==> src/rtl/wb_stage_pipe_if.sv <==
// Handshake and payload bundle between the MEM side, the write-back stage and its consumer.
// The stage connects through the slave modport and the driving side through the master modport.
interface wb_stage_pipe_if #(
    parameter int DATA_WITDH = 32,
    parameter int ADDR_WITDH = 32
);
    logic                  flush;
    logic                  in_valid;
    logic                  in_ready;
    logic                  reg_wem;
    logic [4:0]            rdm;
    logic [ADDR_WITDH-1:0] pcnm;
    logic [DATA_WITDH-1:0] alu_resultm;
    logic [1:0]            wb_ctrm;
    logic [DATA_WITDH-1:0] data_out;
    logic                  out_valid;
    logic                  out_ready;
    logic                  reg_wew;
    logic [4:0]            rdw;
    logic [ADDR_WITDH-1:0] pcnw;
    logic [DATA_WITDH-1:0] alu_resultw;
    logic [1:0]            wb_ctrw;
    logic [DATA_WITDH-1:0] data_outw;
    logic [DATA_WITDH-1:0] wb_data;
    logic                  rf_we;

    modport slave (
        input  flush, in_valid, reg_wem, rdm, pcnm, alu_resultm, wb_ctrm, data_out, out_ready,
        output in_ready, out_valid, reg_wew, rdw, pcnw, alu_resultw, wb_ctrw, data_outw,
               wb_data, rf_we
    );

    modport master (
        output flush, in_valid, reg_wem, rdm, pcnm, alu_resultm, wb_ctrm, data_out, out_ready,
        input  in_ready, out_valid, reg_wew, rdw, pcnw, alu_resultw, wb_ctrw, data_outw,
               wb_data, rf_we
    );
endinterface

==> src/rtl/wb_stage_pipe.sv <==
// Write-back pipeline stage: a 2-entry skid buffer (SKID=1) or a single register (SKID=0)
// holding MEM results, with the write-back value select and register-file write strobe.
module wb_stage_pipe #(
    parameter int DATA_WITDH = 32,
    parameter int ADDR_WITDH = 32,
    parameter int SKID       = 1
) (
    input  logic              clk,
    input  logic              rst,
    wb_stage_pipe_if.slave    bus
);

    typedef struct packed {
        logic                  we;
        logic [4:0]            rd;
        logic [ADDR_WITDH-1:0] pcn;
        logic [DATA_WITDH-1:0] alu;
        logic [1:0]            ctr;
        logic [DATA_WITDH-1:0] dout;
    } entry_t;

    typedef enum logic [1:0] {EMPTY, ONE, TWO} state_t;

    state_t state;
    entry_t main_entry;
    entry_t skid_entry;
    entry_t in_entry;
    logic   main_valid;
    logic   skid_valid;
    logic   in_ready;
    logic   take_in;
    logic   take_out;

    assign main_valid = (state != EMPTY);
    assign skid_valid = (state == TWO);

    // The skid variant keeps in_ready purely registered; the single-register variant
    // trades that for full throughput by looking at out_ready.
    assign in_ready = (SKID != 0) ? ~skid_valid : (~main_valid | bus.out_ready);

    assign in_entry = '{we: bus.reg_wem, rd: bus.rdm, pcn: bus.pcnm,
                        alu: bus.alu_resultm, ctr: bus.wb_ctrm, dout: bus.data_out};

    assign take_in  = bus.in_valid & in_ready;
    assign take_out = main_valid & bus.out_ready;

    always_ff @(posedge clk) begin
        if (rst) begin
            state      <= EMPTY;
            main_entry <= '0;
            skid_entry <= '0;
        end else if (bus.flush) begin
            state <= EMPTY;
        end else begin
            case (state)
                EMPTY: begin
                    if (take_in) begin
                        main_entry <= in_entry;
                        state      <= ONE;
                    end
                end
                ONE: begin
                    if (take_in && take_out) begin
                        main_entry <= in_entry;
                    end else if (take_in) begin
                        skid_entry <= in_entry;
                        state      <= TWO;
                    end else if (take_out) begin
                        state <= EMPTY;
                    end
                end
                TWO: begin
                    if (take_out) begin
                        main_entry <= skid_entry;
                        state      <= ONE;
                    end
                end
                default: state <= EMPTY;
            endcase
        end
    end

    logic [DATA_WITDH-1:0] pcn_ext;

    generate
        if (ADDR_WITDH >= DATA_WITDH) begin : g_pcn_trunc
            assign pcn_ext = main_entry.pcn[DATA_WITDH-1:0];
        end else begin : g_pcn_zext
            assign pcn_ext = {{(DATA_WITDH-ADDR_WITDH){1'b0}}, main_entry.pcn};
        end
    endgenerate

    logic [DATA_WITDH-1:0] wb_sel;

    always_comb begin
        wb_sel = '0;
        case (main_entry.ctr)
            2'b00:   wb_sel = main_entry.alu;
            2'b01:   wb_sel = main_entry.dout;
            2'b10:   wb_sel = pcn_ext;
            default: wb_sel = '0;
        endcase
    end

    assign bus.in_ready    = in_ready;
    assign bus.out_valid   = main_valid;
    assign bus.reg_wew     = main_entry.we;
    assign bus.rdw         = main_entry.rd;
    assign bus.pcnw        = main_entry.pcn;
    assign bus.alu_resultw = main_entry.alu;
    assign bus.wb_ctrw     = main_entry.ctr;
    assign bus.data_outw   = main_entry.dout;
    assign bus.wb_data     = wb_sel;
    // x0 is hardwired, so writes to it never strobe the register file.
    assign bus.rf_we       = main_valid & main_entry.we & (main_entry.rd != 5'd0) & bus.out_ready;

endmodule

==> src/flat_wrapper.sv <==
// flat-port wrapper written by rule: the top's interface ports become plain ports
module wb_stage_pipe_flat 
#(
    parameter int DATA_WITDH = 32,
    parameter int ADDR_WITDH = 32,
    parameter int SKID       = 1
)
  (clk, rst, bus_flush, bus_in_valid, bus_reg_wem, bus_rdm, bus_pcnm, bus_alu_resultm, bus_wb_ctrm, bus_data_out, bus_out_ready, bus_in_ready, bus_out_valid, bus_reg_wew, bus_rdw, bus_pcnw, bus_alu_resultw, bus_wb_ctrw, bus_data_outw, bus_wb_data, bus_rf_we);
  wb_stage_pipe_if #(.DATA_WITDH(DATA_WITDH), .ADDR_WITDH(ADDR_WITDH)) bus_i ();
  input  logic clk;
  input  logic rst;
  input wire logic [$bits(bus_i.flush)-1:0] bus_flush;
  input wire logic [$bits(bus_i.in_valid)-1:0] bus_in_valid;
  input wire logic [$bits(bus_i.reg_wem)-1:0] bus_reg_wem;
  input wire logic [$bits(bus_i.rdm)-1:0] bus_rdm;
  input wire logic [$bits(bus_i.pcnm)-1:0] bus_pcnm;
  input wire logic [$bits(bus_i.alu_resultm)-1:0] bus_alu_resultm;
  input wire logic [$bits(bus_i.wb_ctrm)-1:0] bus_wb_ctrm;
  input wire logic [$bits(bus_i.data_out)-1:0] bus_data_out;
  input wire logic [$bits(bus_i.out_ready)-1:0] bus_out_ready;
  output wire logic [$bits(bus_i.in_ready)-1:0] bus_in_ready;
  output wire logic [$bits(bus_i.out_valid)-1:0] bus_out_valid;
  output wire logic [$bits(bus_i.reg_wew)-1:0] bus_reg_wew;
  output wire logic [$bits(bus_i.rdw)-1:0] bus_rdw;
  output wire logic [$bits(bus_i.pcnw)-1:0] bus_pcnw;
  output wire logic [$bits(bus_i.alu_resultw)-1:0] bus_alu_resultw;
  output wire logic [$bits(bus_i.wb_ctrw)-1:0] bus_wb_ctrw;
  output wire logic [$bits(bus_i.data_outw)-1:0] bus_data_outw;
  output wire logic [$bits(bus_i.wb_data)-1:0] bus_wb_data;
  output wire logic [$bits(bus_i.rf_we)-1:0] bus_rf_we;
  assign bus_i.flush = bus_flush;
  assign bus_i.in_valid = bus_in_valid;
  assign bus_i.reg_wem = bus_reg_wem;
  assign bus_i.rdm = bus_rdm;
  assign bus_i.pcnm = bus_pcnm;
  assign bus_i.alu_resultm = bus_alu_resultm;
  assign bus_i.wb_ctrm = bus_wb_ctrm;
  assign bus_i.data_out = bus_data_out;
  assign bus_i.out_ready = bus_out_ready;
  assign bus_in_ready = bus_i.in_ready;
  assign bus_out_valid = bus_i.out_valid;
  assign bus_reg_wew = bus_i.reg_wew;
  assign bus_rdw = bus_i.rdw;
  assign bus_pcnw = bus_i.pcnw;
  assign bus_alu_resultw = bus_i.alu_resultw;
  assign bus_wb_ctrw = bus_i.wb_ctrw;
  assign bus_data_outw = bus_i.data_outw;
  assign bus_wb_data = bus_i.wb_data;
  assign bus_rf_we = bus_i.rf_we;
  wb_stage_pipe #(.DATA_WITDH(DATA_WITDH), .ADDR_WITDH(ADDR_WITDH), .SKID(SKID)) u_core (.clk(clk), .rst(rst), .bus(bus_i));
endmodule
==> config.mk <==
export PLATFORM = sky130hd
export DESIGN_NAME = wb_stage_pipe_flat
export DESIGN_NICKNAME = d
export VERILOG_FILES = /design/src/rtl/wb_stage_pipe_if.sv /design/src/rtl/wb_stage_pipe.sv /design/src/flat_wrapper.sv
export SDC_FILE = /design/constraint.sdc
export NUM_CORES = 1
export LEC_CHECK = 0
export CAP_MARGIN = 10
export CORE_MARGIN = 2
export CORE_UTILIZATION = 50
export CTS_CLUSTER_DIAMETER = 30
export CTS_CLUSTER_SIZE = 24
export DETAILED_ROUTE_END_ITERATION = 12
export PLACE_DENSITY = 0.79
export SYNTH_ARGS = -nofsm -noshare
export SYNTH_HDL_FRONTEND = slang
export SYNTH_SLANG_ARGS = --single-unit
==> constraint.sdc <==
create_clock -name clk -period 1.8 [get_ports clk]
set_input_delay 0.54 -clock clk [delete_from_list [all_inputs] [get_ports clk]]
set_output_delay 0.54 -clock clk [all_outputs]
set_load 0.1 [all_outputs]
==> results_dict.tcl <==
set metrics [dict create \
    post_synth.cell_area_avg_um2 8.49 \
    numPlacedInstances 1639 \
    cp-start-kind "flip-flop" \
    fin_tns_setup_ns -17.42 \
    drt_iter0_drc 1248 \
    final_nets 1544 \
    antenna_violating_nets_post_route 0 \
    period_share_pct 133 \
    std_cell_rows 51 \
    met2_usage_pct 62.7 \
    clkSinkCount 210 \
    worstPathMaxFanout 7 \
    unrepaired_setup_endpoints_after_global_routing "true" \
    area_growth_pct 73.1 \
    final_setup_slack_of_the_worst_path_ns -0.603 \
    total_count_of_hold_check_failures_in_the_final_report 0 \
    grt.met3_usage_pct 7.62 \
    cts_h_tree_depth 2 \
    p_leak_nw 6.86 \
    floorplan.die.width_um 146 \
    global_route.usage.met1_pct 45.7 \
    grt_max_degree 97 \
    synth.ff_latch_count 210 \
    finalWeightedCongestion 0.823 \
    final_max_slew_viol_count 0 \
    grt_pass1_vias 10772 \
    gr-usage-all-layers_pct 37.1 \
    grt_pass1_wl_mm 62.6 \
    dp.final_hpwl_mm 24.7 \
    netlist_area_um2 10000 \
    ctsLongestPathBuffers 3 \
    worst_ep_required_time_ns 1.26 \
    number_of_max_cap_violations 0 \
    finish.instance_area_um2 17300 \
    vdd_drop_max_mv 1.20 \
    clk_transition_reported_paths_ns 0.05 \
    clk-insertion-delay-late_ns 0.53 \
    grt_busiest_layer "met2" \
    cp_data_arrival_time_ns 1.86 \
    cts_tree "built" \
    run_status "finished with violations" \
    endpoint_kind "primary output" \
    worst-setup-path-type "flip-flop to primary output" \
    ys_warn_count 0 \
    wl_per_cell_um 24.7 \
    total_iterations_of_the_first_detailed_routing_run 10 \
    tightestPinTransition_ns 0.475 \
    post-route-min-period_ns 2.40 \
    layoutNonFillerInstCount 1736 \
    fin_skew_ns 0.0202 \
    top_library_cells_by_usage_in_the_layout_fill_and_taps_aside "sky130_fd_sc_hd__nand2_1, sky130_fd_sc_hd__buf_12, sky130_fd_sc_hd__mux2i_1" \
    hold_path.class "primary input to flip-flop" \
    drc 0 \
    portBuffers 247 \
    syn-instance-count 1181 \
    postCtsHoldBufs 0 \
    wl_mm 42.8 \
    synth_cell_types 29 \
    share_of_synthesized_area_occupied_by_flip_flops_and_latches_pct 41.9 \
    setup_viol 46 \
    grt.overflow.total 0 \
    initial_core_util_pct 51.2 \
    final_layout_size_suffix_gt1_share_pct 34.1 \
    failing_checks "negative setup slack" \
    floorplan.core_area_um2 19600 \
    io_pins 248 \
    achievable-frequency_mhz 416 \
    mostFrequentLayoutCell "sky130_fd_sc_hd__nand2_1" \
    placement.cell_area_um2 15200 \
    grt_antenna_before_repair 3 \
    max_slew_margin_pct 67.9 \
    fp.dieH_um 146 \
    power_per_cell_area_nw_per_um2 966 \
    vias 11025 \
    via_per_inst 6.35 \
    clock_tree.root_cell "sky130_fd_sc_hd__clkbuf_16" \
    synth_fp_nets 1290 \
    fillCellCount 840 \
    finalPower_mw 16.8 \
    die-area_um2 21200 \
    numCtsBuffers 44 \
]
==> layer usage <==
layer | wire, µm | part of all wire [%]
met3 | 4340 | 10
met2 | 20300 | 47
met5 | 0 | 0
met4 | 2790 | 6.5
met1 | 15400 | 36
==> what timing repair did <==
action                     in CTS  in global routing
pin swaps                      14                 11
gates resized for setup        58                 35
setup buffers                  12                  5
setup endpoints to repair      37                 99
hold endpoints to repair        0                  0
cloned                          5                  1
==> report_power, final <==
group          total, mW  switching, mW  leakage (nW)  internal, mW
sequential          5.10          0.277          1.75          4.82
clock               8.14           2.76         0.728          5.37
combinational       3.52           2.15          4.38          1.37
total               16.8           5.19          6.86          11.6
==> through the flow <==
| step | worst slack, ns | util (%) | hold WS [ns] |
|---|---|---|---|
| 2_1_floorplan | -0.316 | - | 0.436 |
| 3_3_place_gp | -0.362 | 77.6 | 0.439 |
| 3_5_place_dp | -0.433 | 77.6 | 0.446 |
| 4_1_cts | -0.589 | 87.7 | 0.370 |
| 5_1_grt | -0.638 | 88.5 | 0.378 |
| 6_report | -0.603 | 88.5 | 0.375 |
==> state kept, by name, indices dropped and copies added, names as in the netlist <==
signal and count:
u_core.skid_entry 104, u_core.bus.alu_resultw 32, u_core.bus.data_outw 32, u_core.bus.pcnw 32
u_core.bus.rdw 5, u_core.bus.wb_ctrw 2, u_core.state 2, u_core.bus.reg_wew 1
==> layout make-up <==
type                    instances  area [µm²]  share of cell area, %
repair buffers                337        5010                   28.9
diodes                          1        2.50                 0.0144
clock inverters                26         268                   1.54
clock buffers                  55        1210                   7.00
flip-flops and latches        210        4370                   25.2
multi-input cells             842        6150                   35.4
well taps                     265         332                   1.91
==> synth_stat cells <==
cell / n / area (µm²)
sky130_fd_sc_hd__clkbuf_1: 80 / 300
sky130_fd_sc_hd__nor3_2: 1 / 10.0
sky130_fd_sc_hd__nor2b_1: 104 / 651
sky130_fd_sc_hd__o21a_1: 1 / 7.51
sky130_fd_sc_hd__buf_4: 9 / 67.6
sky130_fd_sc_hd__dfxtp_1: 210 / 4200
sky130_fd_sc_hd__buf_1: 3 / 11.3
sky130_fd_sc_hd__or3_1: 1 / 6.26
sky130_fd_sc_hd__a21oi_4: 1 / 16.3
sky130_fd_sc_hd__and2b_1: 1 / 7.51
sky130_fd_sc_hd__o21ai_1: 88 / 440
sky130_fd_sc_hd__buf_6: 5 / 56.3
sky130_fd_sc_hd__a2111oi_1: 1 / 10.0
sky130_fd_sc_hd__o41ai_1: 104 / 911
sky130_fd_sc_hd__a21oi_1: 105 / 526
sky130_fd_sc_hd__nor3_1: 1 / 5.00
sky130_fd_sc_hd__or4_1: 1 / 7.51
sky130_fd_sc_hd__nand2_1: 242 / 908
sky130_fd_sc_hd__clkbuf_4: 6 / 45.0
sky130_fd_sc_hd__o22a_1: 1 / 8.76
sky130_fd_sc_hd__or2_2: 1 / 6.26
sky130_fd_sc_hd__mux2i_1: 136 / 1360
sky130_fd_sc_hd__o21ai_0: 16 / 80.1
sky130_fd_sc_hd__nand2b_4: 1 / 13.8
sky130_fd_sc_hd__nand2b_1: 2 / 12.5
sky130_fd_sc_hd__o22ai_1: 32 / 200
sky130_fd_sc_hd__and3b_1: 1 / 8.76
sky130_fd_sc_hd__buf_2: 26 / 130
sky130_fd_sc_hd__o2111a_1: 1 / 11.3
==> cell families (layout without fill, tap and decap cells) <==
logic type,count (synthesis),in the layout,share of synthesized area [%]
buffers and inverters,129,418,6.09
muxes,136,136,13.6
AOI/OAI and AO/OA,350,350,22.1
and+or+nand+nor,356,356,16.3
DFF,210,210,41.9
other,0,1,0
==> worst max-delay path, cell delays in order (launching register included) <==
cell and delay, ns:
sky130_fd_sc_hd__dfxtp_4 0.47, sky130_fd_sc_hd__buf_12 0.19, sky130_fd_sc_hd__mux2i_1 0.21, sky130_fd_sc_hd__buf_4 0.20, sky130_fd_sc_hd__o22ai_4 0.09, sky130_fd_sc_hd__buf_12 0.17
==> worst paths after layout <==
path	from	endpoint	slack, ns	depth (start not counted)
setup / recovery	u_core.bus.wb_ctrw[0]	bus_wb_data[3]	-0.60	5
hold / removal	rst	u_core.skid_entry[67]	0.37	2
setup reg to reg	u_core.state[0]	u_core.bus.pcnw[16]	-0.12	7
hold reg to reg	u_core.skid_entry[60]	u_core.skid_entry[60]	0.45	2
(Power assumes the default switching activity.)
==> edit 1 (same settings) <==
`ADDR_WITDH` is set to 32 in 3 places; all go to 48.
--- a/src/rtl/wb_stage_pipe_if.sv
+++ b/src/rtl/wb_stage_pipe_if.sv
@@ -2,7 +2,7 @@
 // The stage connects through the slave modport and the driving side through the master modport.
 interface wb_stage_pipe_if #(
     parameter int DATA_WITDH = 32,
-    parameter int ADDR_WITDH = 32
+    parameter int ADDR_WITDH = 48
 );
     logic                  flush;
     logic                  in_valid;
--- a/src/rtl/wb_stage_pipe.sv
+++ b/src/rtl/wb_stage_pipe.sv
@@ -2,7 +2,7 @@
 // holding MEM results, with the write-back value select and register-file write strobe.
 module wb_stage_pipe #(
     parameter int DATA_WITDH = 32,
-    parameter int ADDR_WITDH = 32,
+    parameter int ADDR_WITDH = 48,
     parameter int SKID       = 1
 ) (
     input  logic              clk,
--- a/src/flat_wrapper.sv
+++ b/src/flat_wrapper.sv
@@ -2,7 +2,7 @@
 module wb_stage_pipe_flat 
 #(
     parameter int DATA_WITDH = 32,
-    parameter int ADDR_WITDH = 32,
+    parameter int ADDR_WITDH = 48,
     parameter int SKID       = 1
 )
   (clk, rst, bus_flush, bus_in_valid, bus_reg_wem, bus_rdm, bus_pcnm, bus_alu_resultm, bus_wb_ctrm, bus_data_out, bus_out_ready, bus_in_ready, bus_out_valid, bus_reg_wew, bus_rdw, bus_pcnw, bus_alu_resultw, bus_wb_ctrw, bus_data_outw, bus_wb_data, bus_rf_we);
Interface: changed (resized bus_pcnm and bus_pcnw); port bits go from 248 to 280. No check against the original RTL was run, so the function may have changed too.
==> edit 1 against the original RTL <==
The run still ends with negative setup slack left. Setup slack improved by 14 ps. Clock power increased by 27%. Cell area increased by 18%. Sequential cell count increased by 32. Synthesized area increased by 22%. Total power increased by 20%. Sequential share of layout area decreased by 0.76 points. Routed wire length increased by 11%. Largest cell class unchanged. Highest routed layer unchanged.
==> edit 1: results (changes against the original RTL) <==
----------------------------------------------------
[Timing]
  Setup tns final ... -18,260 ps (-836.2 ps)
  Transition time of the tightest slew-check pin ... 450.2 ps (-24.84 ps)
  Setup violators final ... 43 (-6.5%)
  Final worst clock skew ... 10.91 ps (-9.247 ps)
  Worst setup margin ... -588.8 ps (+14.02 ps)

[Place]
  Number of cells in the design after placement ... 1,884 (+15%)
  IO Port Bufs ... 279 (+13%)
  Worst-case setup slack after placement ... -467.0 ps (-33.96 ps)

[Worst setup path]
  Reg-to-reg startpoint ... u_core.state[1]
  Maximum fanout encountered on the critical timing path ... 8 (+1)

[Outcome]
  Outcome ... complete, but fails checks
  Violations in the final reports ... negative setup slack

[Routing]
  Router iterations before antenna repair ... 8 (-2)
  Routed WL per cell ... 23.73 µm (-3.7%)
  Post-DR vias/cell ... 6.115 (-3.7%)

[Global routing]
  Maximum number of pins on one net before global-route repair ... 63 (-35%)
  Global-route wire length before repair ... 70.77 mm (+13%)
  Global-route usage over all layers ... 34.63% (-2.5 points)

[Synthesis]
  Avg Cell Area, Syn ... 9.116 µm² (+7.4%)
  Syn Nets ... 1,468 (+14%)
  Distinct cell type count of the synthesized netlist ... 31 (+6.9%)
  Synth cell count leaders ... nand2_1 (274), dfxtp_1 (242), mux2i_1 (152)

[Cells and area]
  Number of fill cells ... 1,112 (+32%)
  Largest register FFs ... 120 (+15%)
  Number of nets in the final layout ... 1,763 (+14%)

[Pwr]
  Static leakage ... 8.356 nW (+22%)

[Clock tree]
  TritonCTS buffer count ... 50 (+14%)

----------------------------------------------------
## edit 1: cell types whose count changed after synthesis, sizes merged, moves of 16 or more
cell   delta
nor2b    +16
mux2i    +16
o21ai    +16
a21oi    +16
buf      +32
dfxtp    +32
o41ai    +16
nand2    +32
## edit 1: kinds of logic after synthesis
logic type      count (synthesis)  synth area share [%]
buf+inv                       147                 7.379
mux                           152                 12.43
simple gates                  404                 15.17
compound gates                398                 25.46
flops                         242                 39.57
## edit 1: timing repair
item	4_1_cts	5_1_grt
endpoints found under the hold margin	0	0
buffers inserted	17	10
gates resized for setup	55	46
endpoints found under the setup margin	40	72
pin swaps	11	12
cloned	2	4
## edit 1: worst paths after layout
path	to	cells after the start	slack (ps)
hold reg to reg	u_core.skid_entry[96]	2	450
hold / removal	u_core.skid_entry[103]	2	410
setup / recovery	bus_wb_data[27]	5	-590
setup reg to reg	u_core.bus.alu_resultw[8]	7	-30
## edit 1: area by class of cell
| class | instances | share of cell area [%] |
|---|---|---|
| repair buffers | 390 | 28.34 |
| flip-flops and latches | 242 | 24.46 |
| clock buffers | 60 | 6.640 |
| multi-input cells | 954 | 36.08 |
| well taps | 324 | 1.977 |
| diodes | 3 | 0.03662 |
| clock inverters | 33 | 2.466 |
## edit 1: where the power goes
| part | internal, mW | switching, mW |
|---|---|---|
| Combinational | 1.59 | 2.46 |
| Sequential | 5.55 | 0.278 |
| Clock | 7.11 | 3.15 |
## edit 1: metal layers
metal	GRT usage (%)	up-vias	routed length [µm]
li1	-	5421	-
met1	43.70	5944	18420
met2	57.52	757	23020
met3	6.250	145	3804
met4	16.50	0	2349
met5	0	-	0
## edit 1: through the flow
stage               area [µm²]  hold WS (ps)
finish                   20500         409.6
global route             20500         418.6
CTS                      20260         411.5
detailed placement       17900         445.8
global placement         17900         439.2
floorplan                13100         435.7
## edit 1: critical path: cells and delay by family (launching register included)
kind | cells | cell delay, ps
AO/OA/AOI/OAI | 1 | 110
buffers and inverters | 3 | 450
flip-flops | 1 | 460
multiplexers | 1 | 280
==> edit 2 (same flow settings) <==
Without the edit above. Make the reset (`rst`) asynchronous in one clocked block.
--- a/src/rtl/wb_stage_pipe.sv
+++ b/src/rtl/wb_stage_pipe.sv
@@ -44,7 +44,7 @@
     assign take_in  = bus.in_valid & in_ready;
     assign take_out = main_valid & bus.out_ready;
 
-    always_ff @(posedge clk) begin
+    always_ff @(posedge clk or posedge rst) begin
         if (rst) begin
             state      <= EMPTY;
             main_entry <= '0;
Function: changed (a bounded check fails within 4 cycles, from zero or initial values and one cycle with rst high; the reset may be asserted at any time).
==> edit 2 against the original RTL <==
The flow now stops in global routing (5_1_grt). Synthesized area is 0.99% lower.
==> edit 2: results (changes against the original RTL) <==
----------------------------------------------------
[Timing]
  Worst setup endpoint GRT ... bus_rf_we
  Category of the worst endpoint ... top-level output

[Place]
  IO Port Bufs ... 247 (unchanged)
  Post-DP Area ... 0.01486 mm² (-2.2%)
  GPL Wtd Cong ... 0.8907 (+8.3%)
  Worst-case setup slack after placement ... -553.7 ps (-120.6 ps)
  Post-detail-place hpwl ... 19.81 mm (-20%)

[Clock tree]
  TritonCTS buffer count ... 41 (-6.8%)
  H-tree level count ... 2 (unchanged)
  Buffer depth of the longest clock path ... 3 (unchanged)
  Clk Tree Root Cell ... clkbuf_16

[Synthesis]
  Syn Nets ... 791 (-39%)
  Count of flip-flops with a built-in enable after synthesis ... 0 (unchanged)
  Distinct cell type count of the synthesized netlist ... 25 (-14%)
  Top cells by area in the synthesized netlist ... dfrtp_1 (53%), mux2_2 (31%), mux2_4 (6.1%)
  Main flop type after synthesis ... dfrtp_1
  Compound-gate portion of the synthesized area ... 2.168% (-20 points)
  Warnings from Yosys ... 0 (unchanged)
  Multiplexer share of the synthesized area ... 40.24% (+27 points)
  Share of synthesized registers carrying an async set or reset ... 100.0% (+100 points)
  Post-synthesis share of cell area spent on full adders, half adders and majority gates ... 0% (unchanged)
  Post-synthesis instance area ... 0.009925 mm² (-0.99%)
  Area share of xor/xnor cells in the synthesized design ... 0% (unchanged)
  Number of flip-flops and latches in the synthesized netlist ... 210 (unchanged)
  Synth cell count leaders ... mux2_2 (269), dfrtp_1 (210), mux2_4 (40)
  Share of the yosys chip area belonging to registers ... 52.95% (+11 points)

[Global routing]
  GRT overflow ... 549
  Maximum number of pins on one net before global-route repair ... 49
  Global-route usage over all layers ... 87.38%
  Initial antenna violation count ... 12

[Outcome]
  Tool error ... [ERROR GRT-0232] Routing congestion too high. Check the congestion heatmap in the GUI.
  Outcome ... did not finish
  Halt Stage ... global routing (5_1_grt)

----------------------------------------------------
## edit 2: cell types whose count changed after synthesis, sizes merged, moves of 6 or more
cell / delta
nor2b: -102
o22ai: -32
mux2: +312
dfxtp: -210
mux2i: -103
o21ai: -72
dfrtp: +210
a21oi: -105
clkbuf: -78
buf: -6
o41ai: -104
nand2: -208
## edit 2: layer usage
layer | GRT overflow | track usage, %
met3 | 5 | 73.77
met5 | 0 | 23.81
met4 | 219 | 99.69
met2 | 322 | 103.4
met1 | 3 | 82.62
## edit 2: stage by stage
stage	cells	TNS [ps]	hold slack, ps
2_1_floorplan	682	-343040	475.4
3_3_place_gp	1206	-91130	482.4
3_5_place_dp	1206	-100780	490.1
4_1_cts	1316	-36560	418.5
## edit 2: repair_timing
item                                    CTS
gates resized for setup                 220
pin swaps                                 9
gates cloned                             15
endpoints found under the setup margin   78
buffers inserted                         20
## edit 2: logic make-up after synthesis
kind of cell    Yosys count
mux                     345
buf+inv                  46
simple gates             44
compound gates           37
flops                   210
